<file path="config.mk">
export PLATFORM = sky130hd
export DESIGN_NAME = ni_flit_injector
export DESIGN_NICKNAME = d
export VERILOG_FILES = /design/src/rtl/ni_flit_injector.sv
export SDC_FILE = /design/constraint.sdc
export NUM_CORES = 1
export LEC_CHECK = 0
export BUFFER_PORTS_ARGS = -buffer_cell sky130_fd_sc_hd__clkbuf_2
export CORE_ASPECT_RATIO = 0.5
export CORE_MARGIN = 3
export CORE_UTILIZATION = 48
export CTS_CLUSTER_SIZE = 8
export DETAILED_ROUTE_END_ITERATION = 16
export PLACE_DENSITY_LB_ADDON = 0.25
export REMOVE_ABC_BUFFERS = 1
export SYNTH_ARGS = -nofsm -noshare
export SYNTH_HDL_FRONTEND = slang
export SYNTH_SLANG_ARGS = --single-unit
</file>
<file path="constraint.sdc">
create_clock -name i_clk -period 3 [get_ports i_clk]
set_clock_uncertainty 0.2 [all_clocks]
set_input_delay 0.3 -clock i_clk [delete_from_list [all_inputs] [get_ports i_clk]]
set_output_delay 0.3 -clock i_clk [all_outputs]
set_load 0.03 [all_outputs]
</file>
<file path="src/rtl/ni_flit_injector.sv">
// ni_flit_injector: network-interface transmit stage feeding a router LOCAL port.
// Builds packets as target flit, size flit, then payload flits. Payload words come
// from an internal FIFO, so the core can write ahead of router back-pressure.
// Optional build macro NI_CHECKSUM_EN: appends one XOR checksum flit after the
// payload, and the size flit then counts that flit too.
module ni_flit_injector #(
    parameter int TAM_FLIT   = 16,
    parameter int FIFO_DEPTH = 8,
    parameter int MAX_SIZE   = 255
) (
    input  logic                          i_clk,
    input  logic                          i_rst,
    input  logic                          i_start,
    input  logic [TAM_FLIT-1:0]           i_target,
    input  logic [TAM_FLIT-1:0]           i_size,
    input  logic                          i_wr,
    input  logic [TAM_FLIT-1:0]           i_wdata,
    output logic                          o_full,
    output logic [$clog2(FIFO_DEPTH):0]   o_level,
    output logic                          o_busy,
    output logic                          o_done,
    output logic                          o_err,
    input  logic                          i_credit,
    output logic                          o_tx,
    output logic [TAM_FLIT-1:0]           o_data,
    output logic                          o_clk_tx
);
    localparam int AW = $clog2(FIFO_DEPTH);
    localparam int LW = AW + 1;
    localparam logic [TAM_FLIT:0] MAX_SIZE_V = MAX_SIZE[TAM_FLIT:0];

    typedef enum logic [2:0] {S_IDLE, S_HDR, S_SIZE, S_PAYLOAD, S_CHK} state_t;

    state_t              state;
    logic [TAM_FLIT-1:0] mem [FIFO_DEPTH];
    logic [AW-1:0]       wr_ptr;
    logic [AW-1:0]       rd_ptr;
    logic [AW-1:0]       rd_ptr_inc;
    logic [LW-1:0]       count;
    logic [TAM_FLIT-1:0] size_flit;
    logic [TAM_FLIT-1:0] remaining;
    logic [TAM_FLIT:0]   size_eff;
    logic                size_ok;
    logic                accept;
    logic                push;
    logic                pop;
`ifdef NI_CHECKSUM_EN
    logic [TAM_FLIT-1:0] chk;
`endif

    assign o_clk_tx   = i_clk;
    assign o_full     = (count == LW'(FIFO_DEPTH));
    assign o_level    = count;
    assign o_busy     = (state != S_IDLE);
    assign accept     = o_tx & i_credit;
    assign push       = i_wr & ~o_full;
    assign pop        = (state == S_PAYLOAD) & accept;
    assign rd_ptr_inc = rd_ptr + 1'b1;

    // Size flit value and legality check for the incoming request.
    always_comb begin
`ifdef NI_CHECKSUM_EN
        size_eff = {1'b0, i_size} + 1'b1;
`else
        size_eff = {1'b0, i_size};
`endif
        size_ok = (i_size != '0) && (size_eff <= MAX_SIZE_V);
    end

    // Payload storage; writes only land in free slots, so no reset is needed.
    always_ff @(posedge i_clk) begin
        if (push) begin
            mem[wr_ptr] <= i_wdata;
        end
    end

    // FIFO pointers and occupancy; a write into a full FIFO is dropped even if a pop happens.
    always_ff @(posedge i_clk or negedge i_rst) begin
        if (!i_rst) begin
            wr_ptr <= '0;
            rd_ptr <= '0;
            count  <= '0;
        end else begin
            if (push) wr_ptr <= wr_ptr + 1'b1;
            if (pop)  rd_ptr <= rd_ptr_inc;
            if (push && !pop)      count <= count + 1'b1;
            else if (!push && pop) count <= count - 1'b1;
        end
    end

    // Packet FSM with registered flit outputs; o_data holds until the router accepts it.
    always_ff @(posedge i_clk or negedge i_rst) begin
        if (!i_rst) begin
            state     <= S_IDLE;
            o_tx      <= 1'b0;
            o_data    <= '0;
            o_done    <= 1'b0;
            o_err     <= 1'b0;
            size_flit <= '0;
            remaining <= '0;
`ifdef NI_CHECKSUM_EN
            chk       <= '0;
`endif
        end else begin
            o_done <= 1'b0;
            o_err  <= 1'b0;
            case (state)
                S_IDLE: begin
                    if (i_start) begin
                        if (size_ok) begin
                            o_data    <= i_target;
                            o_tx      <= 1'b1;
                            size_flit <= size_eff[TAM_FLIT-1:0];
                            remaining <= i_size;
`ifdef NI_CHECKSUM_EN
                            chk       <= '0;
`endif
                            state     <= S_HDR;
                        end else begin
                            o_err <= 1'b1;
                        end
                    end
                end
                S_HDR: begin
                    if (accept) begin
                        o_data <= size_flit;
                        state  <= S_SIZE;
                    end
                end
                S_SIZE: begin
                    if (accept) begin
                        state <= S_PAYLOAD;
                        // Stage the FIFO head straight away so payload follows without a gap.
                        if (count != '0) begin
                            o_data <= mem[rd_ptr];
                            o_tx   <= 1'b1;
                        end else begin
                            o_tx <= 1'b0;
                        end
                    end
                end
                S_PAYLOAD: begin
                    if (accept) begin
                        remaining <= remaining - 1'b1;
`ifdef NI_CHECKSUM_EN
                        chk <= chk ^ o_data;
`endif
                        if (remaining == TAM_FLIT'(1)) begin
`ifdef NI_CHECKSUM_EN
                            o_data <= chk ^ o_data;
                            o_tx   <= 1'b1;
                            state  <= S_CHK;
`else
                            o_tx   <= 1'b0;
                            o_done <= 1'b1;
                            state  <= S_IDLE;
`endif
                        end else if (count > LW'(1)) begin
                            // Next word is already stored behind the one being popped.
                            o_data <= mem[rd_ptr_inc];
                        end else begin
                            o_tx <= 1'b0;
                        end
                    end else if (!o_tx && count != '0) begin
                        o_data <= mem[rd_ptr];
                        o_tx   <= 1'b1;
                    end
                end
                S_CHK: begin
                    if (accept) begin
                        o_tx   <= 1'b0;
                        o_done <= 1'b1;
                        state  <= S_IDLE;
                    end
                end
                default: begin
                    o_tx  <= 1'b0;
                    state <= S_IDLE;
                end
            endcase
        end
    end
endmodule

</file>
==> results of run 1 <==
synthesized netlist by cell type, drive strengths merged, types with 22 or more instances:
master	instances
a21oi	25
clkbuf	29
nor2	44
dfrtp	63
mux2i	85
nor2b	30
nand2b	36
nand2	68
nand3	22
edfxtp	128
kinds of logic (layout without fill, tap and decap cells):
| family | count (synthesis) | after routing | synth area share [%] |
|---|---|---|---|
| simple gates | 252 | 252 | 13.9 |
| buf+inv | 57 | 179 | 2.49 |
| compound gates | 127 | 127 | 9.28 |
| fa+ha+maj | 13 | 13 | 1.72 |
| xor+xnor | 10 | 10 | 0.926 |
| other cells | 0 | 1 | 0 |
| mux | 113 | 113 | 14.4 |
| flops | 191 | 191 | 57.3 |
state kept, by name, summed over array words and instances, names as in the netlist, 2 cells and up:
| name | flops |
|---|---|
| rd_ptr | 3 |
| o_data | 16 |
| wr_ptr | 3 |
| size_flit | 16 |
| state | 2 |
| o_level | 4 |
| remaining | 16 |
| mem | 128 |
final cells by class:
class / instances / share of cell area, %
timing repair buffer: 135 / 8.21
clock inverter: 13 / 1.43
tap: 259 / 2.91
sequential: 191 / 48.7
antenna: 1 / 0.0225
inverter: 11 / 0.371
clock buffer: 20 / 4.02
multi-input combinational: 515 / 34.3
layer usage:
layer	GRT usage, %	vias to the layer above	routed length, µm
met4	6.13	0	336
met5	0	-	0
met2	37.6	273	11600
met1	32.0	3369	10800
met3	5.18	40	1990
li1	-	3126	-
worst paths after layout:
path	from	end	slack (ns)	depth (start not counted)
setup / recovery	rd_ptr[0]	o_data[5]	0.28	7
hold / removal	i_target[13]	o_data[13]	0.05	4
hold reg to reg	size_flit[0]	size_flit[0]	0.30	1
setup reg to reg	rd_ptr[0]	o_data[5]	0.28	7
max in group asynchronous	i_rst	rd_ptr[0]	1.54	2
min in group asynchronous	i_rst	remaining[13]	0.35	2
where the power goes:
group / internal, µW / switching (µW) / total [µW]
sequential: 3390 / 403 / 3790
combinational: 1860 / 3170 / 5040
clock: 1230 / 1130 / 2360
total: 6480 / 4710 / 11200
stage by stage:
step,cell area [µm²],TNS (ns)
global route,11100,0
finish,11100,0
detailed placement,10300,0
floorplan,9260,-38.10
CTS,11100,0
global placement,10300,0
worst register-to-register path: stages (launching register included):
cell and delay, ns:
dfrtp_4 0.50, ha_1 0.36, inv_1 0.08, nor2_1 0.82, buf_4 0.33, a221oi_1 0.10
nand4_1 0.12, a31oi_1 0.09
==> run_results.csv, run 1 <==
group,metric,value,unit
drt,wire_per_inst,21.6,µm
synthesis,ys_seq_elements,191,
cts,cts_buffers,17,
timing,tightest_slew,1.06,ns
synthesis,ys_top_cells_by_area,"edfxtp_1, dfrtp_1, mux2i_1",
cts,postCtsHoldBufs,26,
timing,fin_hold_ws,0.0507,ns
pwr,powerDensity,1010,nW/µm²
synthesis,netlist.area_leader.share,40.7,%
placed_design,io_buffers,78,
drt,wirelength,24700,µm
synthesis,synth-edff-count,128,
floorplan,die_y,105,µm
timing,rsz0062_at_grt,"no",
worst_setup_path,cpPeakStageDelay,0.82,ns
synthesis,ys_warn_count,0,
floorplan,dieArea,21500,µm²
drt,drtIter0Drc,574,
min_path,min_path_type,"in -> reg",
worst_setup_path,cp.arrival,2.83,ns
drt,vias,6808,
worst_setup_path,cp_top_family,"simple AND/OR/NAND/NOR gates",
drt,viasPerCell,5.95,
timing,drv_slew,0,
worst_setup_path,start_kind,"register",
floorplan,placeableCoreArea,18800,µm²
drt,drtAntennaViolNets,0,
drt,first_pass_iters,5,
floorplan,die_width,204,µm
timing,relSlewSlack,29.1,%
synthesis,synthFlopType,"edfxtp_1",
pwr,ir_worst_vdd,0.506,mV
timing,fin_crit,2.72,ns
worst_setup_path,cp.required,3.10,ns
cts,clock_latency,0.43,ns
drt,drcViolationCount,0,
run,cap_violations,0,
cells_and_area,layout_common_cells,"edfxtp_1, mux2i_1, clkbuf_2",
grt,grt_pass1_vias,6799,
cells_and_area,areaGrowthSynthToFinish,17.7,%
synthesis,netlist_area,9450,µm²
grt,grt_max_degree,101,
run_status,status,"complete, no violations",
pwr,p_leak,0.00425,µW
timing,clock.fmax,0.367,GHz
cells_and_area,layout.nets,938,
timing,finalSetupViolations,0,
grt,globalRouteTotalUtil,23.2,%
placed_design,place_inst,1086,
cells_and_area,final-instance-count-excl-fill,1145,
worst_setup_path,cp-end-kind,"register",
timing,setup_ws,0.277,ns
cts,cts-resized-gates,0,
worst_setup_path,cp_num_buf_inv,2,
cts,cts_buffer_depth,2,
timing,hold_viol,0,
placed_design,dpl_worst_slack,0.308,ns
worst_setup_path,setup.worst_path.class,"reg -> reg",
cts,h-tree-depth,4,
synthesis,yosysTopAreaCell,"edfxtp_1",
timing,min_period_over_period,90.8,%
cts,post_cts_buffers,0,
cts,cts_tree,"built",
placed_design,finalWeightedCongestion,0.882,
floorplan,start_util,50.2,%
cells_and_area,multi_input_area,3820,µm²
grt,antenna_found_initial,1,
cts,clk_pin_slew,0.08,ns
worst_setup_path,crit_slowest_cell,"nor2_1",
pwr,power,11200,µW
cells_and_area,regArea,5430,µm²
worst_setup_path,crit_chain,"ha_1, inv_1, nor2_1, buf_4, a221oi_1, nand4_1, a31oi_1",
grt,grt_pass1_wl,38000,µm
synthesis,synthDistinctLibCells,52,
synthesis,async_flop_share,33.0,%
cells_and_area,drive_gt1_share,19.5,%
worst_setup_path,path_max_fanout,10,
synthesis,yosysSeqAreaShare,57.3,%
cells_and_area,finish.utilization,59.1,%
floorplan,rows,35,
synthesis,syn_area_per_cell,12.4,µm²
placed_design,dp_hpwl,15300,µm
synthesis,synthCells,763,
cells_and_area,layout_commonest_cell,"edfxtp_1",
cells_and_area,fill_cells,1539,
cts,clock_tree.root_cell,"clkbuf_16",
floorplan,pin_count,79,
grt,gr-total-overflow,0,
(Power assumes the default switching activity.)
==> run 2: changes to the inputs <==
- RECOVER_POWER: unset -> 100
- clock period: 3 -> 3.3 ns (I/O delays scaled with it)
==> run 2 against run 1 <==
  * The flow now finishes with violations (capacitance limit, slew limit)
  * Largest power group unchanged
  * Global-route usage increased by 0.099 points
  * Total power is 8.8% lower
  * Register-to-register slack gained 0.05 ns
  * Critical path depth is 1 lower
  * Sequential power shrank 7.4%
  * Clock-buffer cell count is 1 lower
  * Wire length shrank 0.62%
==> run_results.csv, run 2 (same netlist as run 1, synthesis figures left out) <==
group,metric,value,unit
worst_setup_path,cp.required,3.41,ns
floorplan,pin_count,79,
run_status,status,"complete, but fails checks",
cts,clock_tree.root_cell,"clkbuf_16",
floorplan,dieArea,21500,µm²
cells_and_area,largest_reg_flops,128,
drt,wire_per_inst,21.5,µm
timing,hold_viol,0,
grt,antenna_found_initial,0,
timing,tightest_slew,1.75,ns
cells_and_area,drive_gt1_share,14.3,%
cells_and_area,diodes,0,
placed_design,placed_cell_area,10300,µm²
min_path,min_path_type,"in -> reg",
worst_setup_path,cp.arrival,3.08,ns
placed_design,dpl_worst_slack,0.627,ns
pwr,clkPwrFrac,22.5,%
cells_and_area,layout_commonest_cell,"edfxtp_1",
worst_setup_path,r2r_slack,0.32,ns
cts,postCtsHoldBufs,23,
cells_and_area,stdcell_area,11000,µm²
grt,grt_pass1_wl,38000,µm
timing,rsz0062_at_grt,"no",
floorplan,start_util,50.2,%
cts,cts-resized-gates,0,
pwr,p_int,5920,µW
drt,drtAntennaViolNets,0,
cells_and_area,regMostFlops,"mem",
run,cap_violations,1,
placed_design,io_buffers,78,
drt,viasPerCell,5.94,
cts,h-tree-depth,4,
cells_and_area,areaGrowthSynthToFinish,16.8,%
run_status,failed_checks,"capacitance limit, slew limit",
pwr,p_comb_share,43.1,%
cts,cts_buffer_depth,2,
timing,min_period_over_period,90.2,%
cts,cts_tree,"built",
worst_setup_path,path_max_fanout,13,
grt,gr-total-overflow,0,
drt,drtIter0Drc,559,
worst_setup_path,setup.worst_path.class,"reg -> reg",
grt,globalRouteTotalUtil,23.3,%
drt,drcViolationCount,0,
timing,fin_crit,2.98,ns
cells_and_area,fill_cells,1519,
worst_setup_path,cp-end-kind,"register",
floorplan,rows,35,
timing,setup_ws,0.325,ns
cts,clock_latency,0.44,ns
placed_design,dp_hpwl,16100,µm
worst_setup_path,start_kind,"register",
floorplan,die_width,204,µm
floorplan,die_y,105,µm
pwr,p_leak,0.00411,µW
floorplan,placeableCoreArea,18800,µm²
pwr,ir_worst_vdd,0.468,mV
cts,post_cts_buffers,0,
pwr,powerDensity,925,nW/µm²
drt,vias,6782,
grt,grt_max_degree,75,
pwr,p_switching,4290,µW
timing,clock.fmax,0.336,GHz
timing,relSlewSlack,-16.6,%
pwr,netSwitchingFraction,42.0,%
cts,clk_pin_slew,0.08,ns
pwr,p_seq_share,34.4,%
timing,drv_slew,64,
drt,wirelength,24600,µm
grt,grt_pass1_vias,6707,
timing,finalSetupViolations,0,
cts,cts_buffers,17,
cells_and_area,layout.nets,935,
placed_design,finalWeightedCongestion,0.839,
cells_and_area,layout_common_cells,"edfxtp_1, mux2i_1, nand2_1",
drt,first_pass_iters,5,
==> run 2: layout make-up <==
class | instances | area (µm²) | share of cell area (%)
flip-flops and latches | 191 | 5430 | 49.1
multi-input cells | 515 | 3800 | 34.4
inverters | 11 | 41.3 | 0.374
clock inverters | 14 | 218 | 1.97
repair buffers | 132 | 787 | 7.13
clock buffers | 19 | 443 | 4.01
well taps | 259 | 324 | 2.94
==> run 2: worst paths after layout <==
path	from	endpoint	cells past startpoint
max	state[1]	size_flit[0]	6
min	i_start	o_err	3
max reg2reg	state[1]	size_flit[0]	6
min reg2reg	size_flit[4]	size_flit[4]	1
max in group asynchronous	i_rst	rd_ptr[0]	2
min in group asynchronous	i_rst	remaining[13]	2
==> run 2: layer usage <==
metal	up-vias	share of wire (%)	GRT usage (%)
met3	27	7.6	5.71
met2	250	45	35.5
met4	0	1.1	6.08
met5	-	0	0
li1	3107	-	-
met1	3398	46	33.8
==> run 2: worst max-delay path: stages, from the launching register on <==
cell,delay (ns)
dfrtp_1,0.45
inv_1,0.11
ha_1,0.35
nand2_1,0.12
nor2_1,0.42
clkbuf_1,0.81
mux2_1,0.39
==> run 2: stage by stage <==
stage | hold WS, ns | std cells | total power (µW) | utilization, % | setup TNS [ns]
5_1_grt | 0.0342 | 1141 | 10800 | 58.6 | 0
4_1_cts | 0.00441 | 1141 | 10300 | 59.2 | 0
3_3_place_gp | 0.271 | 1086 | 7940 | 54.4 | 0
3_5_place_dp | 0.280 | 1086 | 8000 | 54.4 | 0
6_report | 0.00423 | 1141 | 10200 | 58.6 | 0
2_1_floorplan | -0.166 | 717 | 6470 | - | -23.08
==> run 2: power groups by stage <==
stage	clock, µW	combinational, µW	sequential (µW)
3_5_place_dp	37.9	4420	3550
4_1_cts	2330	4460	3500
2_1_floorplan	0	2570	3890
6_report	2300	4400	3510
5_1_grt	2440	4820	3580
3_3_place_gp	37.9	4380	3530
==> run 3: changes to the inputs <==
- BUFFER_PORTS_ARGS: -buffer_cell sky130_fd_sc_hd__clkbuf_2 -> unset
- DONT_BUFFER_PORTS: unset -> 1
==> run 3 against run 2 <==
  * The flow still finishes with violations (capacitance limit, slew limit)
  * Final area shrank 2.6%
  * Worst setup slack better by 0.018 ns
  * Non-clock buffer count shrank 63
  * Sequential cell count is the same
==> run_results.csv, run 3 (same netlist as run 1, synthesis figures left out) <==
group,metric,value,unit
run_status,failed_checks,"capacitance limit, slew limit",
timing,finalSetupViolations,0,
floorplan,dieArea,21500,µm²
grt,globalRouteTotalUtil,23.6,%
timing,rsz0062_at_grt,"no",
min_path,min_from,"i_target[14]",
drt,wl_met2,11000,µm
drt,wl_met3,2140,µm
cells_and_area,stdcell_area,10800,µm²
floorplan,die_width,204,µm
cts,post_cts_buffers,0,
timing,fin_crit,2.96,ns
worst_setup_path,setup.worst_path.class,"reg -> reg",
cts,cts_tree,"built",
min_path,min_path_type,"in -> reg",
worst_setup_path,r2r_slack,0.34,ns
cells_and_area,largest_reg_flops,128,
run_status,status,"complete, but fails checks",
cells_and_area,layout.nets,871,
cts,cts.sinks,191,
cells_and_area,drive_gt1_share,10.3,%
placed_design,io_buffers,0,
drt,vias,6646,
pwr,power,9930,µW
floorplan,die_y,105,µm
worst_setup_path,cp-end-kind,"register",
cells_and_area,diodes,0,
grt,grt_pass1_wl,38000,µm
min_path,hold_depth,3,
drt,wirelength,24800,µm
timing,min_period_over_period,89.6,%
floorplan,start_util,50.2,%
worst_setup_path,start_kind,"register",
grt,antenna_found_initial,2,
pwr,powerDensity,923,nW/µm²
drt,highest_layer,"met5",
cts,clk_pin_slew,0.07,ns
timing,relSlewSlack,-15.4,%
min_path,hold_end,"o_data[14]",
cells_and_area,layout_common_cells,"edfxtp_1, mux2i_1, nand2_1",
worst_setup_path,path_max_fanout,6,
timing,tightest_slew,1.73,ns
drt,viasPerCell,6.17,
floorplan,placeableCoreArea,18800,µm²
drt,first_pass_iters,5,
run,cap_violations,1,
cts,clock_latency,0.44,ns
cts,h-tree-depth,4,
placed_design,finalWeightedCongestion,0.829,
worst_setup_path,r2r-end,"mem[3][0]",
drt,drtIter0Drc,664,
worst_setup_path,r2r_cells,9,
timing,clock.fmax,0.338,GHz
cts,cts_buffer_depth,2,
cts,clock_tree.root_cell,"clkbuf_16",
timing,drv_slew,64,
timing,hold_viol,0,
pwr,ir_worst_vdd,0.438,mV
drt,routedLengthMet1,11400,µm
cells_and_area,regMostFlops,"mem",
worst_setup_path,r2r_start,"o_level[1]",
floorplan,pin_count,79,
cts,cts_buffers,17,
grt,grt_max_degree,101,
cells_and_area,layout_commonest_cell,"edfxtp_1",
floorplan,rows,35,
grt,grt_pass1_vias,6392,
placed_design,dp_hpwl,15900,µm
timing,setup_ws,0.343,ns
worst_setup_path,cp.required,3.19,ns
drt,drcViolationCount,0,
drt,drtAntennaViolNets,0,
placed_design,dpl_worst_slack,0.548,ns
worst_setup_path,cp.arrival,2.85,ns
cells_and_area,areaGrowthSynthToFinish,13.7,%
pwr,p_leak,0.00392,µW
grt,gr-total-overflow,0,
placed_design,placed_cell_area,9870,µm²
drt,wire_per_inst,23.0,µm
==> run 3: cell types whose count changed in the layout (fill, tap and decap cells not counted), sizes merged <==
cell / before / now
clkinv: 4 / 6
inv: 17 / 18
bufinv: 3 / 1
buf: 21 / 22
clkbuf: 107 / 30
dlygate4sd3: 23 / 34
==> run 3: stage by stage <==
step / cells / TNS, ns / utilization (%) / hold WS [ns]
finish: 1077 / 0 / 57.1 / 0.0202
global route: 1077 / 0 / 57.1 / 0.0103
CTS: 1077 / 0 / 57.6 / 0.00304
detailed placement: 1010 / 0 / 52.4 / -0.162
global placement: 1010 / 0 / 52.4 / -0.161
floorplan: 717 / -23.08 / - / -0.166
==> run 3: per-layer routing <==
layer,vias up,track usage (%)
li1,2986,-
met1,3345,34.8
met4,4,5.15
met2,287,35.2
met5,-,0
met3,24,6.23
==> run 3: area by class of cell <==
cell class              instances  area [µm²]
repair buffers                 69         574
fillers                      1540        8080
multi-input cells             515        3780
clock inverters                15         176
flip-flops and latches        191        5430
clock buffers                  17         425
inverters                      11        41.3
well taps                     259         324
==> run 3: timing repair <==
item                                   CTS  global route
endpoints found under the hold margin  216             0
hold buffers                            35             0
gates resized for setup                  0             0
==> run 3: power breakdown <==
part	internal, µW	switching [µW]
combinational	1510	2580
clock	1090	1010
sequential	3070	673
==> run 3: worst max-delay path, stage by stage (launching register included) <==
cell      delay [ns]
dfrtp_1         0.61
inv_1           0.12
ha_1            0.24
nand2_1         0.08
nor2_1          0.06
nor2b_1         0.24
clkbuf_1        0.35
nand2_1         0.18
nor2_1          0.18
clkbuf_1        0.36
==> run 3: how the worst max path moves through the flow <==
stage / start / end / slack [ns] / depth (start not counted)
3_3_place_gp: state[1] / o_data[11] / 0.67 / 9
3_5_place_dp: state[1] / o_data[12] / 0.55 / 9
2_1_floorplan: rd_ptr[0] / o_data[0] / -1.25 / 6
4_1_cts: state[1] / o_data[0] / 0.48 / 9
6_report: o_level[1] / mem[3][0] / 0.34 / 9
5_1_grt: o_level[1] / mem[3][0] / 0.18 / 9
